==> config.mk <==
export PLATFORM = sky130hd
export DESIGN_NAME = sr_drive_controller
export DESIGN_NICKNAME = d
export VERILOG_FILES = /design/src/rtl/sr_pkg.sv /design/src/rtl/sr_debounce.sv /design/src/rtl/sr_drive_controller.sv
export SDC_FILE = /design/constraint.sdc
export NUM_CORES = 1
export LEC_CHECK = 0
export CORE_ASPECT_RATIO = 1.1
export CORE_MARGIN = 2
export CORE_UTILIZATION = 40
export DETAILED_ROUTE_END_ITERATION = 6
export PLACE_DENSITY = 0.71
export SYNTH_ARGS = -nofsm -noshare
export SYNTH_HDL_FRONTEND = slang
export SYNTH_SLANG_ARGS = --single-unit
==> constraint.sdc <==
create_clock -name clk -period 1.7 [get_ports clk]
set_clock_uncertainty 0.15 [all_clocks]
set_input_delay 0.34 -clock clk [delete_from_list [all_inputs] [get_ports clk]]
set_output_delay 0.34 -clock clk [all_outputs]
set_load 0.02 [all_outputs]
==> src/rtl/sr_pkg.sv <==
// -----------------------------------------------------------------------------
// sr_pkg
// Definitions shared by the SR drive controller and the SR flip-flop benches.
//   sr_state_e  : drive FSM states
//   PULSE_CNT_W : width of the S/R pulse-length counter
// -----------------------------------------------------------------------------
package sr_pkg;

    localparam int unsigned PULSE_CNT_W = 4;

    typedef enum logic [1:0] {
        IDLE    = 2'd0,
        DRIVE_S = 2'd1,
        DRIVE_R = 2'd2,
        GUARD   = 2'd3
    } sr_state_e;

endpackage

==> src/rtl/sr_debounce.sv <==
// -----------------------------------------------------------------------------
// sr_debounce
// Brings one raw pushbutton into the clk domain, debounces it and emits a
// one-cycle press request on each rising edge of the debounced level.
// Ports:
//   clk     : system clock, rising edge
//   rst_n   : asynchronous active-low reset
//   i_btn   : raw asynchronous button, active high
//   o_press : combinational one-cycle press request (debounced rising edge)
// -----------------------------------------------------------------------------
module sr_debounce #(
    parameter int unsigned DEBOUNCE_CYCLES = 4
) (
    input  logic clk,
    input  logic rst_n,
    input  logic i_btn,
    output logic o_press
);

    localparam int unsigned CNT_W = $clog2(DEBOUNCE_CYCLES + 1);
    localparam logic [CNT_W-1:0] CNT_LAST = CNT_W'(DEBOUNCE_CYCLES - 1);
    localparam logic [CNT_W-1:0] CNT_MAX  = {CNT_W{1'b1}};

    logic [1:0]       r_sync;
    logic             r_level;
    logic             r_level_prev;
    logic [CNT_W-1:0] r_cnt;

    always_ff @(posedge clk or negedge rst_n) begin
        if (!rst_n) begin
            r_sync       <= 2'b00;
            r_level      <= 1'b0;
            r_level_prev <= 1'b0;
            r_cnt        <= '0;
        end else begin
            r_sync       <= {r_sync[0], i_btn};
            r_level_prev <= r_level;
            if (r_sync[1] == r_level) begin
                r_cnt <= '0;
            end else if (r_cnt == CNT_LAST) begin
                // N-th consecutive differing edge: accept the new level
                r_level <= ~r_level;
                r_cnt   <= '0;
            end else if (r_cnt != CNT_MAX) begin
                r_cnt <= r_cnt + CNT_W'(1);
            end
        end
    end

    assign o_press = r_level & ~r_level_prev;

endmodule

==> src/rtl/sr_drive_controller.sv <==
// -----------------------------------------------------------------------------
// sr_drive_controller
// Turns debounced set/reset button presses into clean, mutually exclusive S/R
// pulses for the gated SR flip-flop stage, with one guard cycle between pulses.
// Ports:
//   clk       : system clock, rising edge
//   rst_n     : asynchronous active-low reset
//   set_btn   : raw set button, asynchronous, active high
//   reset_btn : raw reset button, asynchronous, active high
//   s, r      : S/R drive, decoded from the registered FSM state
//   busy      : FSM not in IDLE
//   q_shadow  : expected flip-flop Q
//   drop      : one-cycle pulse, registered, when a press is discarded
// -----------------------------------------------------------------------------
module sr_drive_controller
    import sr_pkg::*;
#(
    parameter int unsigned DEBOUNCE_CYCLES = 4,
    parameter int unsigned PULSE_CYCLES    = 1
) (
    input  logic clk,
    input  logic rst_n,
    input  logic set_btn,
    input  logic reset_btn,
    output logic s,
    output logic r,
    output logic busy,
    output logic q_shadow,
    output logic drop
);

    localparam logic [PULSE_CNT_W-1:0] PULSE_LOAD = PULSE_CNT_W'(PULSE_CYCLES - 1);

    logic                   w_set_req;
    logic                   w_rst_req;
    sr_state_e              r_state;
    sr_state_e              w_state_nxt;
    logic [PULSE_CNT_W-1:0] r_cnt;
    logic [PULSE_CNT_W-1:0] w_cnt_nxt;
    logic                   r_q;
    logic                   w_q_nxt;
    logic                   r_drop;
    logic                   w_drop_nxt;

    sr_debounce #(
        .DEBOUNCE_CYCLES(DEBOUNCE_CYCLES)
    ) u_set_db (
        .clk    (clk),
        .rst_n  (rst_n),
        .i_btn  (set_btn),
        .o_press(w_set_req)
    );

    sr_debounce #(
        .DEBOUNCE_CYCLES(DEBOUNCE_CYCLES)
    ) u_rst_db (
        .clk    (clk),
        .rst_n  (rst_n),
        .i_btn  (reset_btn),
        .o_press(w_rst_req)
    );

    always_comb begin
        w_state_nxt = r_state;
        w_cnt_nxt   = r_cnt;
        w_q_nxt     = r_q;
        w_drop_nxt  = 1'b0;
        case (r_state)
            IDLE: begin
                if (w_set_req && w_rst_req) begin
                    // Conflicting presses: neither wins
                    w_drop_nxt = 1'b1;
                end else if (w_set_req) begin
                    w_state_nxt = DRIVE_S;
                    w_cnt_nxt   = PULSE_LOAD;
                    w_q_nxt     = 1'b1;
                end else if (w_rst_req) begin
                    w_state_nxt = DRIVE_R;
                    w_cnt_nxt   = PULSE_LOAD;
                    w_q_nxt     = 1'b0;
                end
            end
            DRIVE_S, DRIVE_R: begin
                w_drop_nxt = w_set_req | w_rst_req;
                if (r_cnt == '0) begin
                    w_state_nxt = GUARD;
                end else begin
                    w_cnt_nxt = r_cnt - PULSE_CNT_W'(1);
                end
            end
            GUARD: begin
                w_drop_nxt  = w_set_req | w_rst_req;
                w_state_nxt = IDLE;
            end
            default: w_state_nxt = IDLE;
        endcase
    end

    always_ff @(posedge clk or negedge rst_n) begin
        if (!rst_n) begin
            r_state <= IDLE;
            r_cnt   <= '0;
            r_q     <= 1'b0;
            r_drop  <= 1'b0;
        end else begin
            r_state <= w_state_nxt;
            r_cnt   <= w_cnt_nxt;
            r_q     <= w_q_nxt;
            r_drop  <= w_drop_nxt;
        end
    end

    // Decoded from the state register only, so s and r can never overlap
    assign s        = (r_state == DRIVE_S);
    assign r        = (r_state == DRIVE_R);
    assign busy     = (r_state != IDLE);
    assign q_shadow = r_q;
    assign drop     = r_drop;

endmodule
==> impl_metrics.json <==
{
  "worstPathRequired_ns": 1.75,
  "slowest_stage": "dfrtp_1",
  "cts_buffers": 3,
  "placed_area_um2": 1290,
  "cts_htree_levels": 1,
  "mostFrequentLayoutCells": "dfrtp_1, buf_4, nand2_1",
  "area_growth_pct": 33.5,
  "yosysSeqAreaShare_pct": 51.6,
  "grt_use_total_pct": 12.9,
  "ys_ff_latch": 22,
  "synth_top_cell_by_area": "dfrtp_1",
  "syn_avg_cell_area_um2": 11.1,
  "clockBufferDepth": 2,
  "viasPerCell": 4.80,
  "worstSetupPathType": "flip-flop to flip-flop",
  "clk_pin_slew_worst_paths_ns": 0.12,
  "row_count": 19,
  "drc": 0,
  "cp.arrival_ns": 1.75,
  "drtPass1Iterations": 4,
  "place_ws_ns": -0.0647,
  "path_cells": "and2b_4 > ha_4 > a32o_2 > a21o_1 > mux2_4",
  "crit_path_end_kind": "flip-flop",
  "top_usage_layer": "met2",
  "ir_drop_v": 0.00141,
  "dp_hpwl_mm": 1.22,
  "synthCells": 96,
  "grtUsageMet3_pct": 2.58,
  "fin_ws_ns": 0.00213,
  "n_antenna_cell": 0,
  "use_met1_pct": 14.1,
  "synth_fp_nets": 110,
  "initial_core_util_pct": 42.3,
  "grt_max_degree": 23,
  "tightest_slew_ns": 0.334,
  "drt_iter0_drc": 9,
  "p_per_area_nw_per_um2": 2150,
  "start_kind": "flip-flop",
  "antenna_found_initial": 0,
  "status": "finished clean",
  "insertion_delay_ns": 0.30,
  "rsz0062_at_grt": "true",
  "mostFrequentLayoutCell": "dfrtp_1",
  "grt_pass1_vias": 736,
  "portBuffers": 8,
  "cp_num_buf_inv": 0,
  "cts_root_buf": "clkbuf_4",
  "timing.fmax_mhz": 589,
  "period_needed_ns": 1.70,
  "hp-class": "primary input to async pin",
  "yosysUniqueCellTypes": 27,
  "ant_nets": 0,
  "cp_slowest_stage_delay_ns": 0.40,
  "core_area_um2": 2520,
  "crit_path_max_fanout": 3,
  "max_slew_margin_pct": 77.6,
  "cts.sinks": 22,
  "die_width_um": 53.2,
  "overflow": 0,
  "ys_warn_count": 0,
  "cts_tree": "built",
  "synth_top_area_share_pct": 51.6,
  "wire_per_inst_um": 11.1,
  "fp.dieArea_um2": 3090,
  "cap_violations": 0,
  "min_period_over_period_pct": 99.9,
  "p_leak_nw": 0.662,
  "wirelength_mm": 1.70,
  "final_net_count": 137,
  "ioPinCount": 9,
  "hold_violations": 0,
  "grtUsageMet2_pct": 21.7,
  "grt_pass1_wl_mm": 2.91,
  "die-height_um": 58.1,
  "synth_area_um2": 1070,
  "cp_top_family": "compound AO/OA/AOI/OAI gates",
  "setup_violations": 0,
  "synthTopCellsByArea": "dfrtp_1, ha_1, nand2_1",
  "fin_area_um2": 1420,
  "place_congestion": 0.739,
  "drive_above_1_share_pct": 34.4,
  "drv_slew": 0,
  "dr_total_vias": 734
}
[repair_timing]
| action | 4_1_cts | 5_1_grt |
|---|---|---|
| pin swaps | 2 | 2 |
| buffers inserted | 2 | 2 |
| gates resized for setup | 16 | 15 |
| hold buffers | 0 | 0 |
| setup endpoints to repair | 11 | 8 |
| cloned | 0 | 0 |
[power by group]
| group | switching, W | internal (W) |
|---|---|---|
| Sequential | 0.000113 | 0.000713 |
| Combinational | 0.000852 | 0.000988 |
| Clock | 0.000154 | 0.000238 |
[kinds of logic (layout without fill, tap and decap cells)]
group	count (synthesis)	count (layout)	synth area share (%)
AO/OA/AOI/OAI	18	18	11.3
adder cells (fa/ha/maj)	10	10	11.7
multiplexers	5	5	5.40
XOR/XNOR	2	2	1.64
flip-flops	22	22	51.6
buffers and inverters	9	35	3.17
AND/OR/NAND/NOR	30	30	15.1
[stage by stage]
stage	instances	hold WS (ns)	setup TNS [ns]	utilization (%)	total power, W
final	153	0.210	0	56.5	0.00306
after detailed placement	146	0.186	-0.109	51.2	0.00243
after global routing	153	0.228	-0.234	56.5	0.00332
after floorplan	96	-0.106	-0.0756	-	0.00192
after CTS	151	0.213	-0.0444	53.4	0.00284
after global placement	146	0.182	-0.0211	51.2	0.00236
[state kept, by name, summed over array words and instances, names as in the netlist]
register / count
r_state: 2
u_rst_db.r_level: 1
u_set_db.r_cnt: 3
q_shadow: 1
r_cnt: 4
u_set_db.r_level: 1
u_rst_db.r_cnt: 3
drop: 1
u_set_db.r_level_prev: 1
u_rst_db.r_level_prev: 1
u_set_db.r_sync: 2
u_rst_db.r_sync: 2
[layer usage]
metal,wire length [um],vias up
met4,27,0
met3,54,2
li1,-,375
met5,0,-
met1,739,343
met2,877,14
[cells in the mapped netlist, drive strengths merged]
cell and count:
mux2i 2, nand3b 3, dfrtp 22, ha 10, nand3 4, inv 7
xnor2 2, mux2 3, o211ai 1, clkbuf 2, and2b 1, a31o 1
nand2 10, nor2b 3, nor2 2, o221ai 1, or2 3, a32o 1
a21oi 5, a21o 1, o21ai 8, nand2b 3, nor3 1
[worst paths after layout]
kind                                    startpoint               endpoint  slack (ns)  depth (start not counted)
worst min register to register  u_rst_db.r_sync[0]     u_rst_db.r_sync[1]        0.21                          0
worst min-delay path                         rst_n      u_set_db.r_cnt[2]        0.21                          2
max in group asynchronous                    rst_n  u_set_db.r_level_prev        0.98                          2
min in group clk                u_rst_db.r_sync[0]     u_rst_db.r_sync[1]        0.21                          0
worst max register to register    u_set_db.r_level             r_state[1]       0.002                          5
worst max-delay path              u_set_db.r_level             r_state[1]       0.002                          5
[layout make-up]
type / instances / area, um^2
Clock buffer: 3 / 22.5
Multi-Input combinational cell: 65 / 549
Fill cell: 229 / 1100
Inverter: 7 / 26.3
Tap cell: 31 / 38.8
Sequential cell: 22 / 551
Timing Repair Buffer: 24 / 205
Clock inverter: 1 / 30.0
No activity file was read; power rests on OpenSTA's default activity.
==> RTL change 1: new RTL, same flow settings <==
Re-encode `sr_state_e` (4 states) as one-hot, 4 bits wide.
--- a/src/rtl/sr_pkg.sv
+++ b/src/rtl/sr_pkg.sv
@@ -8,11 +8,11 @@
 
     localparam int unsigned PULSE_CNT_W = 4;
 
-    typedef enum logic [1:0] {
-        IDLE    = 2'd0,
-        DRIVE_S = 2'd1,
-        DRIVE_R = 2'd2,
-        GUARD   = 2'd3
+    typedef enum logic [3:0] {
+        IDLE    = 4'b0001,
+        DRIVE_S = 4'b0010,
+        DRIVE_R = 4'b0100,
+        GUARD   = 4'b1000
     } sr_state_e;
 
 endpackage
Behaviour: same outputs for any inputs over 10 cycles, from zero or initial values and one cycle with rst_n low; not proved beyond that.
==> RTL change 1 against the original RTL <==
  * The flow now finishes with violations (negative setup slack)
  * Area after synthesis grew 4.0%
  * Final area up 5.9%
  * Global-route usage is 2.5 points higher
  * Setup slack worse by 210 ps
  * Non-clock buffer count grew 11
  * Sequential cell count rose by 2
  * Total power down 24%
  * Count of clock-buffer cells in the layout unchanged
  * Sequential share of layout area is 1.3 points higher
  * Clock power increased by 5%
  * Synthesized cell count down 1.0%
  * Wire length increased by 19%
  * Critical path type is now register to output pin
  * Largest cell class unchanged
==> RTL change 1: results (changes against the original RTL) <==
.. list-table::
   :header-rows: 1

   * - Metric
     - Value
   * - Starting DRT DRC Count
     - 20 (+11)
   * - Leakage power figure
     - 0.745 nW (+13%)
   * - Registers with the most flip-flops
     - r_cnt x4, r_state x4
   * - Worst Tran Pin Value
     - 307 ps (-27.1 ps)
   * - Violated checks
     - negative setup slack
   * - Final Worst Setup Slack
     - -207 ps (-209 ps)
   * - Wire length of the first global-routing pass
     - 3.55 mm (+22%)
   * - Outcome
     - complete, but fails checks
   * - HPWL after detailed placement
     - 1.42 mm (+17%)
   * - Final-stage net count
     - 143 (+4.4%)
   * - Final routed wirelength across all metal layers
     - 2.03 mm (+19%)
   * - Placed instance count
     - 154 (+5.5%)
   * - # setup viols final
     - 8 (+8)
   * - Count of fill cells added during filler insertion
     - 223 (-2.6%)
   * - Cell types with the largest area share after synthesis
     - dfrtp_1, ha_1, nor2b_1, nand3_1, dfstp_2
   * - Area occupied by multi-input gates
     - 500 um2 (-8.9%)
   * - Worst path top cell family by delay
     - simple AND/OR/NAND/NOR gates
   * - Register clock-pin slew on the reported worst setup and hold paths
     - 140 ps (+20 ps)
   * - Clock latency at the later pin of the worst-skew pair
     - 320 ps (+20 ps)
   * - Maximum fanout along the worst path
     - 2 (-1)
   * - GRT Util Overall
     - 15.4% (+2.5 points)
   * - Post-synthesis cell type count
     - 33 (+22%)
   * - Post-Synthesis Net Count
     - 105 (-4.5%)
   * - Synth top cells by count
     - dfrtp_1, ha_1, nand3_1
   * - Share of the yosys chip area belonging to registers
     - 54.3% (+2.6 points)
   * - Setup slack at placement
     - -493 ps (-428 ps)
   * - Share of layout cells above drive strength 1
     - 39.4% (+5.0 points)
   * - Slowest cell on the critical path
     - or4b_4
   * - Non-filler cells, final
     - 165 (+7.8%)
   * - Number of global-route vias before repair
     - 806 (+9.5%)
   * - Vias post-DR
     - 813 (+11%)
   * - Weighted congestion at the end of routability-driven global placement
     - 0.729 (-1.3%)
==> RTL change 1: layout make-up <==
cell class | instances | share of cell area, %
Clock buffer | 3 | 1.50
Sequential cell | 24 | 40.0
Multi-Input combinational cell | 63 | 33.2
Timing Repair Buffer | 35 | 19.1
Tap cell | 33 | 2.74
Clock inverter | 1 | 1.99
Inverter | 6 | 1.50
==> RTL change 1: worst paths after layout <==
kind,startpoint,endpoint,slack [ps],depth (start not counted)
worst max-delay path,r_state[0]$_DFFE_PN1P_,r,-210,3
worst min-delay path,rst_n,q_shadow$_DFFE_PN0P_,200,2
worst max register to register,r_state[0]$_DFFE_PN1P_,r_cnt[2]$_DFFE_PN0P_,-200,6
worst min register to register,u_rst_db.r_sync[0]$_DFF_PN0_,u_rst_db.r_sync[1]$_DFF_PN0_,220,0
max in group asynchronous,rst_n,r_state[0]$_DFFE_PN1P_,900,2
min in group clk,u_rst_db.r_sync[0]$_DFF_PN0_,u_rst_db.r_sync[1]$_DFF_PN0_,220,0
==> RTL change 1: power breakdown <==
part	switching [mW]	internal (mW)
Combinational	0.518	0.608
Clock	0.173	0.238
Sequential	0.0649	0.717
Total	0.756	1.56
==> RTL change 1: stage by stage <==
step,power (mW),TNS [ps],hold WS [ps]
2_1_floorplan,1.38,-308,-106
3_3_place_gp,1.75,-1370,182
3_5_place_dp,1.79,-1620,185
4_1_cts,2.32,-1420,209
5_1_grt,2.48,-1630,218
6_report,2.32,-1140,199
==> RTL change 1: logic make-up (layout without fill, tap and decap cells) <==
family          count (synthesis)  after routing  synth area share, %
buf+inv                         8             45                 3.50
fa+ha+maj                       6              6                 6.77
simple gates                   35             35                 21.1
xor+xnor                        4              4                 3.16
flops                          24             24                 54.3
compound gates                 16             16                 9.14
mux                             2              2                 2.03
==> RTL change 1: timing repair <==
item,CTS,global route
buffers inserted,6,1
pin swaps,1,2
cloned,0,0
setup endpoints to repair,10,8
resized for setup,25,6
==> RTL change 1: metal layers <==
| metal | wire, um | vias up | global-route usage [%] |
|---|---|---|---|
| met1 | 854 | 394 | 17.3 |
| met4 | 23 | 0 | 7.50 |
| met2 | 1090 | 11 | 27.7 |
| li1 | - | 406 | - |
| met5 | 0 | - | 0 |
| met3 | 60 | 2 | 2.27 |
==> RTL change 2: new RTL, config.mk and constraints unchanged <==
Made on the original files. `DEBOUNCE_CYCLES` is set to 4 in 2 places; all go to 8.
--- a/src/rtl/sr_debounce.sv
+++ b/src/rtl/sr_debounce.sv
@@ -9,7 +9,7 @@
 //   o_press : combinational one-cycle press request (debounced rising edge)
 // -----------------------------------------------------------------------------
 module sr_debounce #(
-    parameter int unsigned DEBOUNCE_CYCLES = 4
+    parameter int unsigned DEBOUNCE_CYCLES = 8
 ) (
     input  logic clk,
     input  logic rst_n,
--- a/src/rtl/sr_drive_controller.sv
+++ b/src/rtl/sr_drive_controller.sv
@@ -15,7 +15,7 @@
 module sr_drive_controller
     import sr_pkg::*;
 #(
-    parameter int unsigned DEBOUNCE_CYCLES = 4,
+    parameter int unsigned DEBOUNCE_CYCLES = 8,
     parameter int unsigned PULSE_CYCLES    = 1
 ) (
     input  logic clk,
Check against the original RTL: not equivalent (Yosys sat finds a counterexample within 10 cycles, from zero or initial values and one cycle with rst_n low).
==> RTL change 2 against the original RTL <==
  * The run now ends with negative setup slack left
  * Total power is 1.5% higher
  * Area after synthesis increased by 9.2%
  * Setup slack worse by 83 ps
  * Final area is 8.7% higher
  * Critical path depth unchanged
  * Wire length grew 26%
  * Sequential cell count increased by 2
  * Via count is 17% higher
  * Largest cell class is now multi-input gates
==> RTL change 2: results (changes against the original RTL) <==
.. list-table::
   :header-rows: 1

   * - Metric
     - Value
   * - Post-DP Area
     - 1410 um2 (+9.1%)
   * - Arrival @ worst endpoint
     - 1850 ps (+100 ps)
   * - Share of layout cells above drive strength 1
     - 35.3% (+0.91 points)
   * - Worst vdd rail ir drop
     - 1360 uV (-3.6%)
   * - Headroom to the max-slew limit
     - 76.0% (-1.6 points)
   * - Via density per instance
     - 5.19 (+8.1%)
   * - End-of-flow core utilization
     - 55.7% (-0.78 points)
   * - Met3 global-route usage
     - 2.56% (-0.019 points)
   * - Final-stage net count
     - 148 (+8.0%)
   * - Met1 Routed Length
     - 821 um (+11%)
   * - P_clk
     - 0.410 mW (+4%)
   * - Synth top cells by count
     - dfrtp_1, ha_1, nor2_1
   * - Worst path top cell family by delay
     - simple AND/OR/NAND/NOR gates
   * - Leakage power figure
     - 0.732 nW (+11%)
   * - Final Worst Setup Slack
     - -81.0 ps (-83.1 ps)
   * - Number of global-route vias before repair
     - 867 (+18%)
   * - Violated checks
     - negative setup slack
   * - Starting DRT DRC Count
     - 11 (+2)
   * - Relative contribution of sequential cells to total power
     - 29.3% (+2.3 points)
   * - Wire length of the first global-routing pass
     - 3.39 mm (+16%)
   * - Post-synthesis cell type count
     - 28 (+3.7%)
   * - GR Util met2
     - 26.7% (+5.0 points)
   * - Synthesized-area fraction occupied by adder cells
     - 10.8% (-0.98 points)
   * - Area share of xor/xnor cells in the synthesized design
     - 3.01% (+1.4 points)
   * - Outcome
     - complete, but fails checks
   * - Met1 track demand over resource in global routing
     - 12.4% (-1.6 points)
   * - Switching part of the total
     - 36.8% (+0.23 points)
   * - GRT Util Overall
     - 13.2% (+0.30 points)
   * - Share of the yosys chip area belonging to registers
     - 51.6% (about the same)
   * - HPWL after detailed placement
     - 1.51 mm (+24%)
   * - Synthesized-area fraction occupied by ao, oa, aoi and oai cells
     - 8.49% (-2.8 points)
   * - Largest net degree at the start of global routing
     - 25 (+8.7%)
   * - Count of fill cells added during filler insertion
     - 230 (+0.44%)
   * - # Post-CTS Setup Buffers
     - 1 (-1)
   * - # setup viols final
     - 4 (+4)
   * - Registers with the most flip-flops
     - r_cnt x4, u_rst_db.r_cnt x4, u_set_db.r_cnt x4
==> RTL change 2: cell count changes after synthesis, moves of 3 or more <==
cell | before | now
o21ai_1 | 7 | 0
o21ai_0 | 1 | 8
nor2_1 | 2 | 10
nand2_1 | 10 | 7
nor2b_1 | 3 | 0
==> RTL change 2: stage by stage <==
step	hold WS, ps	setup WS, ps	std cells
2_1_floorplan	-106	-58.8	106
3_3_place_gp	185	-59.5	160
3_5_place_dp	190	-113	160
4_1_cts	211	-71.0	165
5_1_grt	218	-131	166
6_report	205	-81.0	166
==> RTL change 2: final cells by class <==
cell class | count | area share (%)
Multi-Input combinational cell | 73 | 39.1
Sequential cell | 24 | 38.8
Tap cell | 33 | 2.67
Clock inverter | 1 | 1.94
Timing Repair Buffer | 25 | 14.0
Clock buffer | 3 | 1.46
Inverter | 7 | 2.02
